[src/rtl/desired_drive_pkg.sv]
// Shared constants and helpers for the desired-drive pipeline.
// Incline conditioning functions live here so other blocks can reuse them.
package desired_drive_pkg;

    localparam int INCLINE_OFFSET = 256;
    localparam int CADENCE_OFFSET = 32;
    localparam int CADENCE_MIN    = 1;
    localparam int INC_LIM_W      = 9;
    localparam int INC_SAT_W      = 10;
    localparam int LATENCY        = 4;
    localparam int TORQUE_MIN_DEF = 'h380;

    // Saturate a sign-extended incline into INC_SAT_W signed bits.
    function automatic logic signed [INC_SAT_W-1:0] sat_incline(
        input int v
    );
        int hi;
        int lo;
        hi = (1 <<< (INC_SAT_W - 1)) - 1;
        lo = -hi - 1;
        if (v > hi) begin
            return INC_SAT_W'(hi);
        end
        if (v < lo) begin
            return INC_SAT_W'(lo);
        end
        return INC_SAT_W'(v);
    endfunction

    // Shift the saturated incline up by the offset and clip to unsigned.
    function automatic logic [INC_LIM_W-1:0] clip_incline(
        input logic signed [INC_SAT_W-1:0] s
    );
        int v;
        v = int'(s) + INCLINE_OFFSET;
        if (v < 0) begin
            return '0;
        end
        if (v > (1 << INC_LIM_W) - 1) begin
            return '1;
        end
        return INC_LIM_W'(v);
    endfunction

endpackage

[src/rtl/desired_drive_pipe_if.sv]
// Sample/result bundle between conditioning logic and the drive pipe.
// The source side drives the sample; the pipe drives the result.
interface desired_drive_pipe_if #(
    parameter int TORQ_W  = 12,
    parameter int CAD_W   = 5,
    parameter int INC_W   = 13,
    parameter int SCALE_W = 3,
    parameter int CURR_W  = 12
);

    logic               vld_in;
    logic [TORQ_W-1:0]  avg_torque;
    logic [CAD_W-1:0]   cadence;
    logic               not_pedaling;
    logic [INC_W-1:0]   incline;
    logic [SCALE_W-1:0] scale;
    logic [CURR_W-1:0]  target_curr;
    logic               vld_out;

    modport master (
        output vld_in,
        output avg_torque,
        output cadence,
        output not_pedaling,
        output incline,
        output scale,
        input  target_curr,
        input  vld_out
    );

    modport slave (
        input  vld_in,
        input  avg_torque,
        input  cadence,
        input  not_pedaling,
        input  incline,
        input  scale,
        output target_curr,
        output vld_out
    );

endinterface

[src/rtl/desired_drive_pipe_slew_limiter.sv]
// Output stage: per-update slew limiting of the target current.
// Stopping pedalling forces the target straight to zero.
module drive_slew_limiter #(
    parameter int CURR_W    = 12,
    parameter int SLEW_STEP = 64
) (
    input  logic              clk,
    input  logic              rst_n,
    input  logic [CURR_W-1:0] raw,
    input  logic              raw_vld,
    input  logic              np,
    output logic [CURR_W-1:0] target,
    output logic              vld
);

    localparam int XW = CURR_W + 1;

    logic [XW-1:0]     raw_x;
    logic [XW-1:0]     tgt_x;
    logic [XW-1:0]     step_x;
    logic [CURR_W-1:0] nxt;

    assign raw_x  = {1'b0, raw};
    assign tgt_x  = {1'b0, target};
    assign step_x = XW'(SLEW_STEP);

    // Next target: zero on stop, else move toward raw by at most one step.
    always_comb begin
        nxt = target;
        if (np) begin
            nxt = '0;
        end else if (SLEW_STEP == 0) begin
            nxt = raw;
        end else if (raw_x > tgt_x + step_x) begin
            nxt = CURR_W'(tgt_x + step_x);
        end else if (raw_x + step_x < tgt_x) begin
            nxt = CURR_W'(tgt_x - step_x);
        end else begin
            nxt = raw;
        end
    end

    // Update the target and pulse vld only when a new sample arrives.
    always_ff @(posedge clk) begin
        if (!rst_n) begin
            target <= '0;
            vld    <= 1'b0;
        end else begin
            vld <= raw_vld;
            if (raw_vld) begin
                target <= nxt;
            end
        end
    end

endmodule

[src/rtl/desired_drive_pipe.sv]
// Pipelined desired-drive calculation: condition, multiply, slew limit.
// One sample per cycle, four-edge latency, no back-pressure.
module desired_drive_pipe
    import desired_drive_pkg::*;
#(
    parameter int TORQ_W     = 12,
    parameter int CAD_W      = 5,
    parameter int INC_W      = 13,
    parameter int SCALE_W    = 3,
    parameter int CURR_W     = 12,
    parameter int TORQUE_MIN = TORQUE_MIN_DEF,
    parameter int PROD_SHIFT = 15,
    parameter int SLEW_STEP  = 64
) (
    input logic                 clk,
    input logic                 rst_n,
    desired_drive_pipe_if.slave bus
);

    localparam int CF_W = CAD_W + 1;
    localparam int PA_W = TORQ_W + INC_LIM_W;
    localparam int PB_W = CF_W + SCALE_W;
    localparam int PW   = PA_W + PB_W;
    localparam int TOP  = PROD_SHIFT + CURR_W;

    // Stage 1 combinational conditioning
    logic signed [INC_W-1:0]     inc_s;
    logic signed [INC_SAT_W-1:0] inc_sat;
    logic [INC_LIM_W-1:0]        inc_lim;
    logic [CF_W-1:0]             cad_f;
    logic [TORQ_W:0]             tdiff;
    logic [TORQ_W-1:0]           torq_pos;

    assign inc_s   = bus.incline;
    assign inc_sat = sat_incline(int'(inc_s));
    assign inc_lim = clip_incline(inc_sat);

    assign cad_f = (bus.cadence > CAD_W'(CADENCE_MIN))
                 ? {1'b0, bus.cadence} + CF_W'(CADENCE_OFFSET)
                 : '0;

    assign tdiff    = {1'b0, bus.avg_torque}
                    - {1'b0, TORQ_W'(TORQUE_MIN)};
    assign torq_pos = tdiff[TORQ_W] ? '0 : tdiff[TORQ_W-1:0];

    // Stage 1 registers
    logic                 v1;
    logic                 np1;
    logic [INC_LIM_W-1:0] inc1;
    logic [CF_W-1:0]      cad1;
    logic [TORQ_W-1:0]    torq1;
    logic [SCALE_W-1:0]   scale1;

    // Capture conditioned inputs on each accepted sample.
    always_ff @(posedge clk) begin
        if (!rst_n) begin
            v1     <= 1'b0;
            np1    <= 1'b0;
            inc1   <= '0;
            cad1   <= '0;
            torq1  <= '0;
            scale1 <= '0;
        end else begin
            v1 <= bus.vld_in;
            if (bus.vld_in) begin
                np1    <= bus.not_pedaling;
                inc1   <= inc_lim;
                cad1   <= cad_f;
                torq1  <= torq_pos;
                scale1 <= bus.scale;
            end
        end
    end

    // Stage 2 registers
    logic            v2;
    logic            np2;
    logic [PA_W-1:0] pa2;
    logic [PB_W-1:0] pb2;

    // Form the two partial products at full width.
    always_ff @(posedge clk) begin
        if (!rst_n) begin
            v2  <= 1'b0;
            np2 <= 1'b0;
            pa2 <= '0;
            pb2 <= '0;
        end else begin
            v2 <= v1;
            if (v1) begin
                np2 <= np1;
                pa2 <= PA_W'(torq1) * PA_W'(inc1);
                pb2 <= PB_W'(cad1) * PB_W'(scale1);
            end
        end
    end

    // Stage 3 combinational: final product and output window
    logic [PW-1:0]     prod;
    logic              ovf;
    logic [CURR_W-1:0] raw;

    assign prod = np2 ? '0 : PW'(pa2) * PW'(pb2);
    assign ovf  = |(prod >> TOP);
    assign raw  = ovf ? '1 : CURR_W'(prod >> PROD_SHIFT);

    // Stage 3 registers
    logic              v3;
    logic              np3;
    logic [CURR_W-1:0] raw3;

    // Register the saturated window for the limiter.
    always_ff @(posedge clk) begin
        if (!rst_n) begin
            v3   <= 1'b0;
            np3  <= 1'b0;
            raw3 <= '0;
        end else begin
            v3 <= v2;
            if (v2) begin
                np3  <= np2;
                raw3 <= raw;
            end
        end
    end

    drive_slew_limiter #(
        .CURR_W    (CURR_W),
        .SLEW_STEP (SLEW_STEP)
    ) u_slew (
        .clk     (clk),
        .rst_n   (rst_n),
        .raw     (raw3),
        .raw_vld (v3),
        .np      (np3),
        .target  (bus.target_curr),
        .vld     (bus.vld_out)
    );

endmodule

[src/flat_wrapper.sv]
// flat-port wrapper written by rule: the top's interface ports become plain ports
module desired_drive_pipe_flat import desired_drive_pkg::*;
#(
    parameter int TORQ_W     = 12,
    parameter int CAD_W      = 5,
    parameter int INC_W      = 13,
    parameter int SCALE_W    = 3,
    parameter int CURR_W     = 12,
    parameter int TORQUE_MIN = TORQUE_MIN_DEF,
    parameter int PROD_SHIFT = 15,
    parameter int SLEW_STEP  = 64
)
  (clk, rst_n, bus_vld_in, bus_avg_torque, bus_cadence, bus_not_pedaling, bus_incline, bus_scale, bus_target_curr, bus_vld_out);
  desired_drive_pipe_if #(.TORQ_W(TORQ_W), .CAD_W(CAD_W), .INC_W(INC_W), .SCALE_W(SCALE_W), .CURR_W(CURR_W)) bus_i ();
  input logic clk;
  input logic rst_n;
  input wire logic [$bits(bus_i.vld_in)-1:0] bus_vld_in;
  input wire logic [$bits(bus_i.avg_torque)-1:0] bus_avg_torque;
  input wire logic [$bits(bus_i.cadence)-1:0] bus_cadence;
  input wire logic [$bits(bus_i.not_pedaling)-1:0] bus_not_pedaling;
  input wire logic [$bits(bus_i.incline)-1:0] bus_incline;
  input wire logic [$bits(bus_i.scale)-1:0] bus_scale;
  output wire logic [$bits(bus_i.target_curr)-1:0] bus_target_curr;
  output wire logic [$bits(bus_i.vld_out)-1:0] bus_vld_out;
  assign bus_i.vld_in = bus_vld_in;
  assign bus_i.avg_torque = bus_avg_torque;
  assign bus_i.cadence = bus_cadence;
  assign bus_i.not_pedaling = bus_not_pedaling;
  assign bus_i.incline = bus_incline;
  assign bus_i.scale = bus_scale;
  assign bus_target_curr = bus_i.target_curr;
  assign bus_vld_out = bus_i.vld_out;
  desired_drive_pipe #(.TORQ_W(TORQ_W), .CAD_W(CAD_W), .INC_W(INC_W), .SCALE_W(SCALE_W), .CURR_W(CURR_W), .TORQUE_MIN(TORQUE_MIN), .PROD_SHIFT(PROD_SHIFT), .SLEW_STEP(SLEW_STEP)) u_core (.clk(clk), .rst_n(rst_n), .bus(bus_i));
endmodule
[config.mk]
export PLATFORM = sky130hd
export DESIGN_NAME = desired_drive_pipe_flat
export DESIGN_NICKNAME = d
export VERILOG_FILES = /design/src/rtl/desired_drive_pkg.sv /design/src/rtl/desired_drive_pipe_if.sv /design/src/rtl/desired_drive_pipe_slew_limiter.sv /design/src/rtl/desired_drive_pipe.sv /design/src/flat_wrapper.sv
export SDC_FILE = /design/constraint.sdc
export NUM_CORES = 1
export LEC_CHECK = 0
export BUFFER_PORTS_ARGS = -buffer_cell sky130_fd_sc_hd__buf_2
export CELL_PAD_IN_SITES_DETAIL_PLACEMENT = 1
export CELL_PAD_IN_SITES_GLOBAL_PLACEMENT = 2
export CORE_ASPECT_RATIO = 0.75
export CORE_MARGIN = 2
export CORE_UTILIZATION = 44
export CTS_BUF_LIST = sky130_fd_sc_hd__clkbuf_8
export CTS_CLUSTER_DIAMETER = 40
export DETAILED_ROUTE_END_ITERATION = 16
export GPL_TIMING_DRIVEN = 0
export PLACE_DENSITY_LB_ADDON = 0.1
export SLEW_MARGIN = 40
export SYNTH_ARGS = -nofsm -noshare
export SYNTH_HDL_FRONTEND = slang
export SYNTH_SLANG_ARGS = --single-unit
[constraint.sdc]
create_clock -name clk -period 10.08 [get_ports clk]
set_clock_uncertainty 0.05 [all_clocks]
set_input_delay 1.008 -clock clk [delete_from_list [all_inputs] [get_ports clk]]
set_output_delay 1.008 -clock clk [all_outputs]
set_load 0.05 [all_outputs]
* Word level (Yosys, flattened, before mapping) *
Index checks and enable logic that the tools add are counted.

storage, ports and cells
  register bits = 91

operators by class
  $add $sub $neg = 6
  $mul = 3
  magnitude comparators = 7
  multiplexer cells = 21
  reduce and logical (&&, ||, !) cells = 1

operators with widths
  cell                      count
  $mux W12                  5
  $mux W10                  4
  $mux W9                   4
  $gt A32 B10 Y1 const B    1
  $lt A32 B1 Y1 const B     1
  $mul A21 B9 Y30           1
  $mux W30                  1
  $add A12 B7 Y13 const B   2
  $mul A12 B9 Y21           1
  $gt A12 B13 Y1            1
  $gt A13 B10 Y1 const B    1
  $lt A13 B10 Y1 const B    1
  $lt A13 B12 Y1            1
  $sub A12 B10 Y13 const B  1
  $sub A12 B7 Y12 const B   1
  $add A10 B10 Y11 const B  1
  $mul A6 B3 Y9             1
  $add A5 B6 Y6 const B     1
  $mux W1                   6
  $mux W6                   1
  $gt A5 B1 Y1 const B      1
  $reduce_or A3 Y1          1

* Depth between registers and ports, before layout *
  depth after elaboration = 11
  depth in mapped cells = 21
  mapped depth without buffers = 20

* By module *
A second synthesis with hierarchy kept.

unflattened totals
  cells, all modules = 1576
  area, all modules = 13630.6 sq um

by module, submodules not included
  module              instances  cells an instance  area each (sq um)
  desired_drive_pipe  1          1426               12340.6
  drive_slew_limiter  1          150                1290.0

* Worst setup path after synthesis *
No wires, ideal clock.

  kind = register to register
  from = reg u_core.pb2[2]
  to = reg u_core.raw3[7]
  setup time = 0.119 ns
  arrival = 4.779 ns
  setup slack = 5.132 ns
  cell stages (with the launch flop) = 21
  buffers on the path = 2
  clock period less this slack = 4.948 ns
  path through = dfxtp_1 clkbuf_1 nand2_1 fa_1 inv_1 fa_1 fa_1 inv_1 fa_1 inv_1 ha_1 nand4_1 a211oi_1 a221oi_2 nor3_2 nor3_2 o31ai_1 xnor2_1 o21ai_2 buf_6 o221a_2

between the ends
  cells in the longest elaborated chain, start to end = 4

ends and longest elaborated chain
  item                    RTL line                   text
  from (decl)             desired_drive_pipe.sv:79   logic [PB_W-1:0] pb2;
  from (signal assigned)  desired_drive_pipe.sv:93   pb2 <= PB_W'(cad1) * PB_W'(scale1);
  $mul A21 B9 Y30 (*)     desired_drive_pipe.sv:103  assign prod = np2 ? '0 : PW'(pa2) * PW'(pb2);
  $mux W30 (*)            desired_drive_pipe.sv:103
  $reduce_or A3 Y1        desired_drive_pipe.sv:104  assign ovf = |(prod >> TOP);
  $mux W12 (*)            desired_drive_pipe.sv:105  assign raw = ovf ? '1 : CURR_W'(prod >> PROD_SHIFT);
  to (signal assigned)    desired_drive_pipe.sv:122  raw3 <= raw;
  to (decl)               desired_drive_pipe.sv:110  logic [CURR_W-1:0] raw3;

Every way passes the cells marked *; elsewhere a longest branch is shown, timed or not.
A chain may end at the register's enable or synchronous reset.

* Final worst setup path *
  from = reg u_core.pb2[2]
  to = reg u_core.raw3[6]

Same word-level chain as after synthesis.

==> impl_metrics.tcl <==
set metrics [dict create \
    synthXorXnorAreaFrac_pct 2.580 \
    grt_pass1_wl_mm 59.75 \
    post-synth-top-count-cell "inv_1" \
    port_buffers 47 \
    outcome "finished clean" \
    yosys.area_share.simple_pct 19.67 \
    via_per_inst 5.162 \
    cts.sinks 91 \
    hold_depth 2 \
    hold_path.startpoint "u_core.cad1[0]$_SDFFE_PN0P_" \
    avgSynthCellArea_um2 8.739 \
    post_cts_buffers 0 \
    synth_top_area_share_pct 31.60 \
    start_util_pct 45.15 \
    cts_tree "yes" \
    relSlewSlack_pct 50.48 \
    ys_seq_elements 91 \
    power.leakage_nw 7.187 \
    ios 50 \
    period_needed_ns 6.166 \
    cts.repair.resized 0 \
    cts_buffers 9 \
    required_ns 10.38 \
    core.rowCount 54 \
    crit_top_cell "fa_1" \
    num-nets-final 1936 \
    tightest_slew_ns 0.7428 \
    die_w_um 204.3 \
    period_share_pct 61.17 \
    synth-adder-area-share_pct 42.66 \
    power.density_nw_per_um2 64.99 \
    grt_max_degree 17 \
    tns_ns 0 \
    post_drt_wl_per_cell_um 18.11 \
    synth_top_area_cell "fa_1" \
    gr-total-overflow 0 \
    reg2reg_depth 20 \
    totalWireLength_mm 35.67 \
    dp_cells 1954 \
    worst-path-buf-inv 5 \
    drt_iter0_markers 354 \
    synth_edf_count 0 \
    first_global_vias 11032 \
    drtAntennaViolNets 0 \
    hold_viol_final 0 \
    max-cap-violations 0 \
    cp_slowest_stage_delay_ns 0.66 \
    cts_hold_buf 0 \
    synth_top_family_by_area "adder cells" \
    fmax_mhz 162.2 \
    r2r_end "u_core.raw3[6]$_SDFFE_PN0P_" \
    synthCells 1515 \
    diodes 0 \
    clkTransAtPathRegs_ns 0.11 \
    holdWs_ns 0.4839 \
    cts_root_buffer "clkbuf_8" \
    r2r-start "u_core.pb2[2]$_SDFFE_PN0P_" \
    gp_congestion 0.8225 \
    rsz0062_at_grt "no" \
    die_y_um 154.2 \
    synthTopCellsByCount "264 x inv_1, 209 x fa_1, 199 x nand2_1" \
    coreArea_um2 29320 \
    synth-main-ff-cell "dfxtp_1" \
    start_kind "register" \
    ys_seq_area_share_pct 13.76 \
    holdPathEnd "u_core.cad1[0]$_SDFFE_PN0P_" \
    setup_violations 0 \
    ys_types 61 \
    drc_errors 0 \
    criticalPathCategory "reg2reg" \
    antenna_found_initial 0 \
    cp.depth 20 \
    drive_gt1_share_pct 5.830 \
    h-tree-depth 3 \
    rrSetupSlack_ns 3.91 \
    synthTopCellsByArea "fa_1 32%, dfxtp_1 14%, ha_1 11%, inv_1 7.5%, and2_1 6.9%" \
    dp_hpwl_mm 29.55 \
    peakVddDrop_uv 70.32 \
    grtUsageTotal_pct 24.13 \
    arrival_ns 6.46 \
    instances_no_fill 1970 \
    critPathSlowestCell "a221oi_2" \
    clock_path_buffers 2 \
    area_growth_syn_to_layout_pct 7.419 \
    nFillCells 3518 \
    ys_warn_count 0 \
    synthMuxAreaShare_pct 1.815 \
    end_kind "register" \
    firstDrtPassIters 5 \
    hp-class "reg2reg" \
    syn_area_um2 13240 \
    async_flop_share_pct 0 \
    vias 10169 \
    syn_nets 1878 \
    synth_compound_area_share_pct 9.479 \
    drv_slew 0 \
    cp_top_family "adder cells" \
    clock_latency_ns 0.41 \
    die-area_um2 31510 \
    cp_max_fo 10 \
    crit_chain "clkbuf_1, nand2_1, fa_1, inv_1, fa_1, inv_1, fa_1, inv_1, fa_1, ha_1, nor4_1, o41ai_1, a221oi_2, nor3_2, nor3_2, nor3_1, o2111a_1, o21ai_2, buf_6, o221a_2" \
]
==> per-stage QoR <==
stage	total power [mW]	setup slack [ns]	cell area (µm²)	utilization, %
3_5_place_dp	0.6069	3.998	13970	47.63
4_1_cts	0.9381	3.903	14210	48.48
2_1_floorplan	0.5376	5.132	13240	-
6_report	0.9243	3.914	14220	48.50
5_1_grt	0.9782	3.456	14220	48.50
3_3_place_gp	0.6018	3.960	13960	47.62
==> layer usage <==
layer | share of wire (%) | up-vias | track usage, %
met5 | 0 | - | 0
met4 | 0.63 | 0 | 3.175
met3 | 3.9 | 16 | 4.024
met1 | 52 | 5192 | 36.44
li1 | - | 4833 | -
met2 | 44 | 128 | 37.11
==> cells by family after synthesis <==
family                   count (synthesis)
multiplexers                            24
XOR/XNOR                                39
AND/OR/NAND/NOR                        507
adder cells (fa/ha/maj)                326
buffers and inverters                  351
flip-flops                              91
AO/OA/AOI/OAI                          177
==> cell type report <==
cell class                 count  area (µm²)  area share (%)
buffer                        85       331.6           2.332
clock inverter                 7       125.1          0.8798
sequential                    91        1822           12.81
timing repair buffer          47       235.2           1.654
tap                          392       490.5           3.449
multi-input combinational   1073       10090           70.98
inverter                     266       998.5           7.021
clock buffer                   9       123.9          0.8710
==> how the worst max path moves through the flow <==
stage	start	end	slack, ns
2_1_floorplan	u_core.pb2[2]$_SDFFE_PN0P_	u_core.raw3[7]$_SDFFE_PN0P_	5.13
3_3_place_gp	u_core.pb2[1]$_SDFFE_PN0P_	u_core.raw3[2]$_SDFFE_PN0P_	3.96
3_5_place_dp	u_core.pb2[2]$_SDFFE_PN0P_	u_core.raw3[3]$_SDFFE_PN0P_	4.00
4_1_cts	u_core.pb2[2]$_SDFFE_PN0P_	u_core.raw3[6]$_SDFFE_PN0P_	3.90
5_1_grt	u_core.pb2[2]$_SDFFE_PN0P_	u_core.raw3[8]$_SDFFE_PN0P_	3.46
6_report	u_core.pb2[2]$_SDFFE_PN0P_	u_core.raw3[6]$_SDFFE_PN0P_	3.91
==> report_power, final <==
part	switching [mW]	internal [mW]	total, mW
clock network	0.157	0.168	0.325
logic	0.131	0.0789	0.210
registers	0.0161	0.374	0.390
==> sequential cells by signal, summed over array words and instances, names as in the netlist <==
signal / cells
u_core.np2: 1
u_core.inc1: 9
u_core.v3: 1
u_core.raw3: 12
u_core.v1: 1
u_core.pb2: 9
u_core.u_slew.target: 12
u_core.scale1: 3
u_core.v2: 1
u_core.cad1: 6
u_core.pa2: 21
u_core.np3: 1
u_core.np1: 1
u_core.u_slew.vld: 1
u_core.torq1: 12
==> cells in the final DEF, fill, tap and decap left out, drive strengths merged, types with 4 or more instances in the layout <==
cell type,synthesis,final
inv,264,267
fa,209,209
nand2,199,199
and2,152,152
ha,117,117
dfxtp,91,91
clkbuf,82,91
nor2b,51,51
buf,3,50
a21oi,32,32
o21ai,31,31
xnor2,26,26
nor2,25,25
mux2i,24,24
nand3,22,22
a21boi,19,19
a22oi,16,16
nor3,14,14
xor2,13,13
a21o,13,13
o221a,12,12
nand4,11,11
nand2b,9,9
o21a,8,8
and3,6,6
a31oi,6,6
o22ai,5,5
o21bai,5,5
o211ai,4,4
a211oi,4,4
o211a,4,4
==> worst register-to-register path: stages, from the launching register on <==
cell      delay [ns]
dfxtp_1         0.50
clkbuf_1        0.43
nand2_1         0.17
fa_1            0.56
inv_1           0.05
fa_1            0.51
inv_1           0.06
fa_1            0.48
inv_1           0.05
fa_1            0.48
ha_1            0.23
nor4_1          0.34
o41ai_1         0.19
a221oi_2        0.66
nor3_2          0.14
nor3_2          0.29
nor3_1          0.12
o2111a_1        0.25
o21ai_2         0.18
buf_6           0.17
o221a_2         0.19
Power figures use the tool's default switching activity.
